[config.mk]
export PLATFORM = sky130hd
export DESIGN_NAME = pc_fetch_unit
export DESIGN_NICKNAME = d
export VERILOG_FILES = /design/src/rtl/rv32i_pkg.sv /design/src/rtl/pc_src_mux.sv /design/src/rtl/pc_fetch_unit.sv
export SDC_FILE = /design/constraint.sdc
export NUM_CORES = 1
export LEC_CHECK = 0
export CORE_UTILIZATION = 25
export CTS_CLUSTER_SIZE = 10
export DETAILED_ROUTE_END_ITERATION = 12
export PLACE_DENSITY_LB_ADDON = 0.3
export REMOVE_ABC_BUFFERS = 1
export SLEW_MARGIN = 40
export SYNTH_ARGS = -nofsm -noshare
export SYNTH_HDL_FRONTEND = slang
export SYNTH_SLANG_ARGS = --single-unit
[constraint.sdc]
create_clock -name clk_i -period 1.9 [get_ports clk_i]
set_clock_uncertainty 0.2 [all_clocks]
set_input_delay 0.475 -clock clk_i [delete_from_list [all_inputs] [get_ports clk_i]]
set_output_delay 0.475 -clock clk_i [all_outputs]
set_load 0.05 [all_outputs]
[src/rtl/rv32i_pkg.sv]
// rtl/rv32i_pkg.sv - shared RV32I widths, fetch FSM encoding and PC helpers
package rv32i_pkg;

   localparam int XLEN = 32;
   localparam int ILEN = 32;

   localparam logic [XLEN-1:0] PC_INC        = 32'd4;
   localparam logic [XLEN-1:0] PC_ALIGN_MASK = 32'hFFFF_FFFC;

   typedef enum logic [1:0] {
      FETCH_SETUP = 2'd0,
      FETCH_REQ   = 2'd1,
      FETCH_WAIT  = 2'd2
   } fetch_state_e;

   function automatic logic [XLEN-1:0] align_pc(input logic [XLEN-1:0] addr);
      return addr & PC_ALIGN_MASK;
   endfunction

endpackage

[src/rtl/pc_src_mux.sv]
// rtl/pc_src_mux.sv - next-PC select between sequential PC and redirect target
module pc_src_mux #(
   parameter int WIDTH = 32
) (
   input  logic [WIDTH-1:0] zero_i,
   input  logic [WIDTH-1:0] one_i,
   input  logic             pc_src_i,
   output logic [WIDTH-1:0] pc_o
);

   assign pc_o = pc_src_i ? one_i : zero_i;

endmodule

[src/rtl/pc_fetch_unit.sv]
// rtl/pc_fetch_unit.sv - single-outstanding instruction fetch with redirect/kill
// and a one-entry output buffer toward decode.
module pc_fetch_unit
   import rv32i_pkg::*;
#(
   parameter logic [31:0] RESET_PC = 32'h0000_0000
) (
   input  logic        clk_i,
   input  logic        rst_ni,
   input  logic        pc_src_i,
   input  logic [31:0] target_i,
   output logic        imem_req_o,
   output logic [31:0] imem_addr_o,
   input  logic        imem_gnt_i,
   input  logic        imem_rvalid_i,
   input  logic [31:0] imem_rdata_i,
   output logic        instr_valid_o,
   output logic [31:0] instr_o,
   output logic [31:0] instr_pc_o,
   input  logic        instr_ready_i
);

   fetch_state_e    state_q, state_d;
   logic [XLEN-1:0] fetch_pc_q, fetch_pc_d;
   logic [XLEN-1:0] issued_pc_q, issued_pc_d;
   logic            kill_q, kill_d;
   logic            instr_valid_q, instr_valid_d;
   logic [ILEN-1:0] instr_q, instr_d;
   logic [XLEN-1:0] instr_pc_q, instr_pc_d;

   logic            buf_free;
   logic            mem_req;
   logic            req_accept;
   logic            rsp_deliver;
   logic [XLEN-1:0] seq_pc;
   logic [XLEN-1:0] target_aligned;
   logic [XLEN-1:0] next_pc;

   // A request may only go out when its response is guaranteed a buffer slot.
   assign buf_free    = !instr_valid_q || instr_ready_i;
   assign mem_req     = (state_q == FETCH_REQ) && buf_free;
   assign req_accept  = mem_req && imem_gnt_i;
   assign rsp_deliver = (state_q == FETCH_WAIT) && imem_rvalid_i && !kill_q && !pc_src_i;

   assign seq_pc         = issued_pc_q + PC_INC;
   assign target_aligned = align_pc(target_i);

   pc_src_mux #(
      .WIDTH (XLEN)
   ) u_pc_src_mux (
      .zero_i   (seq_pc),
      .one_i    (target_aligned),
      .pc_src_i (pc_src_i),
      .pc_o     (next_pc)
   );

   always_comb begin
      state_d       = state_q;
      fetch_pc_d    = fetch_pc_q;
      issued_pc_d   = issued_pc_q;
      kill_d        = kill_q;
      instr_valid_d = instr_valid_q;
      instr_d       = instr_q;
      instr_pc_d    = instr_pc_q;

      if (instr_valid_q && instr_ready_i) begin
         instr_valid_d = 1'b0;
      end

      case (state_q)
         FETCH_SETUP: begin
            state_d = FETCH_REQ;
         end
         FETCH_REQ: begin
            if (req_accept) begin
               state_d     = FETCH_WAIT;
               issued_pc_d = fetch_pc_q;
               kill_d      = pc_src_i;
            end
         end
         FETCH_WAIT: begin
            if (imem_rvalid_i) begin
               state_d = FETCH_REQ;
               kill_d  = 1'b0;
            end else if (pc_src_i) begin
               kill_d = 1'b1;
            end
         end
         default: begin
            state_d = FETCH_SETUP;
         end
      endcase

      if (rsp_deliver) begin
         instr_d       = imem_rdata_i;
         instr_pc_d    = issued_pc_q;
         instr_valid_d = 1'b1;
      end

      // The mux already gives the redirect target priority over issued_pc+4.
      if (rsp_deliver || pc_src_i) begin
         fetch_pc_d = next_pc;
      end

      if (pc_src_i) begin
         instr_valid_d = 1'b0;
      end
   end

   always_ff @(posedge clk_i) begin
      if (!rst_ni) begin
         state_q       <= FETCH_SETUP;
         fetch_pc_q    <= RESET_PC;
         issued_pc_q   <= RESET_PC;
         kill_q        <= 1'b0;
         instr_valid_q <= 1'b0;
         instr_q       <= '0;
         instr_pc_q    <= '0;
      end else begin
         state_q       <= state_d;
         fetch_pc_q    <= fetch_pc_d;
         issued_pc_q   <= issued_pc_d;
         kill_q        <= kill_d;
         instr_valid_q <= instr_valid_d;
         instr_q       <= instr_d;
         instr_pc_q    <= instr_pc_d;
      end
   end

   assign imem_req_o    = mem_req;
   assign imem_addr_o   = fetch_pc_q;
   assign instr_valid_o = instr_valid_q;
   assign instr_o       = instr_q;
   assign instr_pc_o    = instr_pc_q;

endmodule
==> impl_metrics.toml <==
[placement]
place_area_sq_um = 8657
globalplace.congestion = 0.7648
dp.cells = 1161
place_hpwl_microns = 12880
portBuffers = 165
post-place-ws_ns = -0.4314

[yosys]
synthCells = 693
syn_area_sq_um = 5498
synth_seq_cells = 132
synth.distinct_cells = 53
ys.flop_type = "dfxtp_1"
syn_area_per_cell_sq_um = 7.933
async_flop_share_pct = 0
ys_warn_count = 0
synth_edf_count = 0
synth-seq-area-share_pct = 48.07

[floorplan]
die_w_microns = 150.3
fp.dieH_microns = 150.3
start_util_pct = 25.83
die-area_sq_um = 22590
fp-row-count = 53
pin_count = 168
core-area_sq_um = 21290

[worst_setup_path]
cp-start-kind = "flop"
crit_type = "reg2out"
ff2ff_path_depth = 6
cp-end-kind = "primary output"
required_ns = 1.22
cp_data_arrival_time_ns = 1.32
crit-reg2reg-launch = "issued_pc_q[10]"
r2r_end = "imem_addr_o[30]"
path_max_fanout = 3
critPathLaunch = "instr_valid_o"
crit_end = "imem_req_o"
reg2reg_slack_ns = 0.03

[min_path]
hold_path.class = "reg2reg"
holdCritStartpoint = "instr_o[6]"

[route]
final_antenna_net_count = 0
drt_iter0_drc = 277
drtPass1Iterations = 6
post_drt_wl_per_cell_microns = 15.15
route.vias.total = 5572
drt_drc_violations_left = 0
routed_wl_microns = 18140
post_drt_via_cell_ratio = 4.655

[outcome]
outcome = "finished, violations left"
violations = "setup timing"

[global_routing]
use_met2_pct = 26.52
antenna_found_initial = 0
gr-usage-met3_pct = 4.485
met1_usage_pct = 20.86
overflow = 0
grt_max_degree = 48
gr-usage-all-layers_pct = 16.36
grt_pass1_wl_microns = 28420
grt_pass1_vias = 5334
grt-busiest-layer = "met2"

[timing]
hold_viol = 0
setup_viol = 9
finalSetupTns_ns = -0.1593
rsz0062_at_grt = "true"
setup_slack_ns = -0.09881
tightest_slew_ns = 0.2944
post-route-period-util_pct = 105.2
period_needed_ns = 1.999
holdWs_ns = 0.2518
slew_violations = 0
fmax_mhz = 500.3
max_slew_margin_pct = 80.20

[clock_network]
cts_tree = "done"
path_clk_slew_ns = 0.06
htreeDepth = 4
cts_buffers = 17
cts-root-buf = "clkbuf_16"
clock-sinks = 132
clk_latency_ns = 0.41
cts_buffer_depth = 2

[finish]
design_area_sq_um = 9394
syn_to_final_growth_pct = 70.87
drive_gt1_share_pct = 25.92
nets = 981
diodes = 0
final_cells = 1197
fin_util_pct = 44.13

[pwr]
total_power_mw = 6.960
p_leak_nw = 3.568
p_per_area_nw_per_um2 = 740.9
peakVddDrop_mv = 0.5272

[flow_run]
cap_violations = 0
[report_power, final]
group          leakage, nW  switching (mW)  internal (mW)
sequential            1.07          0.0774           2.83
clock                0.274            1.21           1.98
combinational         2.22           0.423          0.434
[logic make-up (layout without fill, tap and decap cells)]
family	Yosys count	count (layout)	synth area share [%]
AO/OA/AOI/OAI	165	165	16.84
XOR/XNOR	23	23	3.664
adder cells (fa/ha/maj)	1	1	0.2275
buffers and inverters	58	287	4.961
flip-flops	132	132	48.07
multiplexers	1	1	0.1821
AND/OR/NAND/NOR	313	313	26.06
[layout make-up]
class	count	area (sq um)
Inverter	6	25.02
Fill cell	2068	11890
Clock inverter	10	107.6
Clock buffer	21	460.4
Timing Repair Buffer	250	3134
Sequential cell	132	2645
Tap cell	275	344.1
Multi-Input combinational cell	503	2678
[flip-flops by register name, summed over array words and instances, names as in the netlist]
register       count
state_q            2
instr_o           32
imem_addr_o       32
issued_pc_q       32
kill_q             1
instr_valid_o      1
instr_pc_o        32
[Yosys cell counts (2+ instances only)]
cell type | number | area [sq um]
a21oi_1 | 120 | 600.6
a211o_1 | 3 | 26.28
o211ai_1 | 5 | 37.54
clkbuf_8 | 2 | 27.53
a31oi_1 | 3 | 18.77
nand2_1 | 223 | 837.1
xnor2_1 | 6 | 52.55
nor2_1 | 13 | 48.80
nand4_4 | 2 | 42.54
or3_1 | 2 | 12.51
nand4_1 | 8 | 50.05
o22ai_1 | 10 | 62.56
xor2_1 | 17 | 148.9
nand4_2 | 2 | 25.02
buf_2 | 6 | 30.03
nor4_1 | 4 | 25.02
and3_1 | 20 | 125.1
a211oi_1 | 2 | 15.01
inv_1 | 6 | 22.52
nand3_1 | 13 | 65.06
a221oi_1 | 6 | 52.55
buf_4 | 3 | 22.52
o21ai_0 | 7 | 35.03
and2_1 | 4 | 25.02
clkbuf_1 | 38 | 142.6
nor3_1 | 7 | 35.03
dfxtp_1 | 132 | 2643
nor3b_1 | 2 | 15.01
nand3b_1 | 3 | 22.52
[per-layer routing]
| metal | part of all wire [%] | vias to the layer above |
|---|---|---|
| met5 | 0 | - |
| met4 | 1.8 | 0 |
| met3 | 5.6 | 20 |
| met2 | 47 | 160 |
| met1 | 46 | 2591 |
| li1 | - | 2801 |
[cell usage in the layout (no fill, tap or decap), types with 7 or more instances in the layout]
cell | Yosys | final
buf_4 | 3 | 93
a21oi_1 | 120 | 120
buf_12 | 0 | 85
nand2_1 | 223 | 222
dfxtp_1 | 132 | 130
xor2_1 | 17 | 17
nor2_1 | 13 | 10
and3_1 | 20 | 20
nand4_1 | 8 | 8
clkdlybuf4s50_1 | 0 | 65
clkbuf_16 | 0 | 18
o21ai_0 | 7 | 7
o22ai_1 | 10 | 10
nand3_1 | 13 | 13
[worst max-delay path, stage by stage (launching register included)]
cell	delay (ns)
dfxtp_2	0.32
nor2b_4	0.13
nor3b_4	0.21
buf_6	0.13
buf_12	0.12
[what timing repair did]
action	CTS	global route
hold endpoints to repair	0	0
gates resized for setup	11	12
setup buffers	2	2
endpoints found under the setup margin	3	81
pin swaps	3	3
hold buffers	0	0
cloned	0	1
[worst min-delay path by stage]
| stage | slack (ns) | endpoint | cells after the start |
|---|---|---|---|
| 5_1_grt | 0.28 | instr_o[27] | 2 |
| 2_1_floorplan | 0.25 | imem_addr_o[0] | 2 |
| 4_1_cts | 0.26 | instr_o[6] | 2 |
| 6_report | 0.25 | instr_o[6] | 2 |
| 3_3_place_gp | 0.24 | instr_o[31] | 2 |
| 3_5_place_dp | 0.25 | instr_o[6] | 2 |
(Power assumes the default switching activity.)
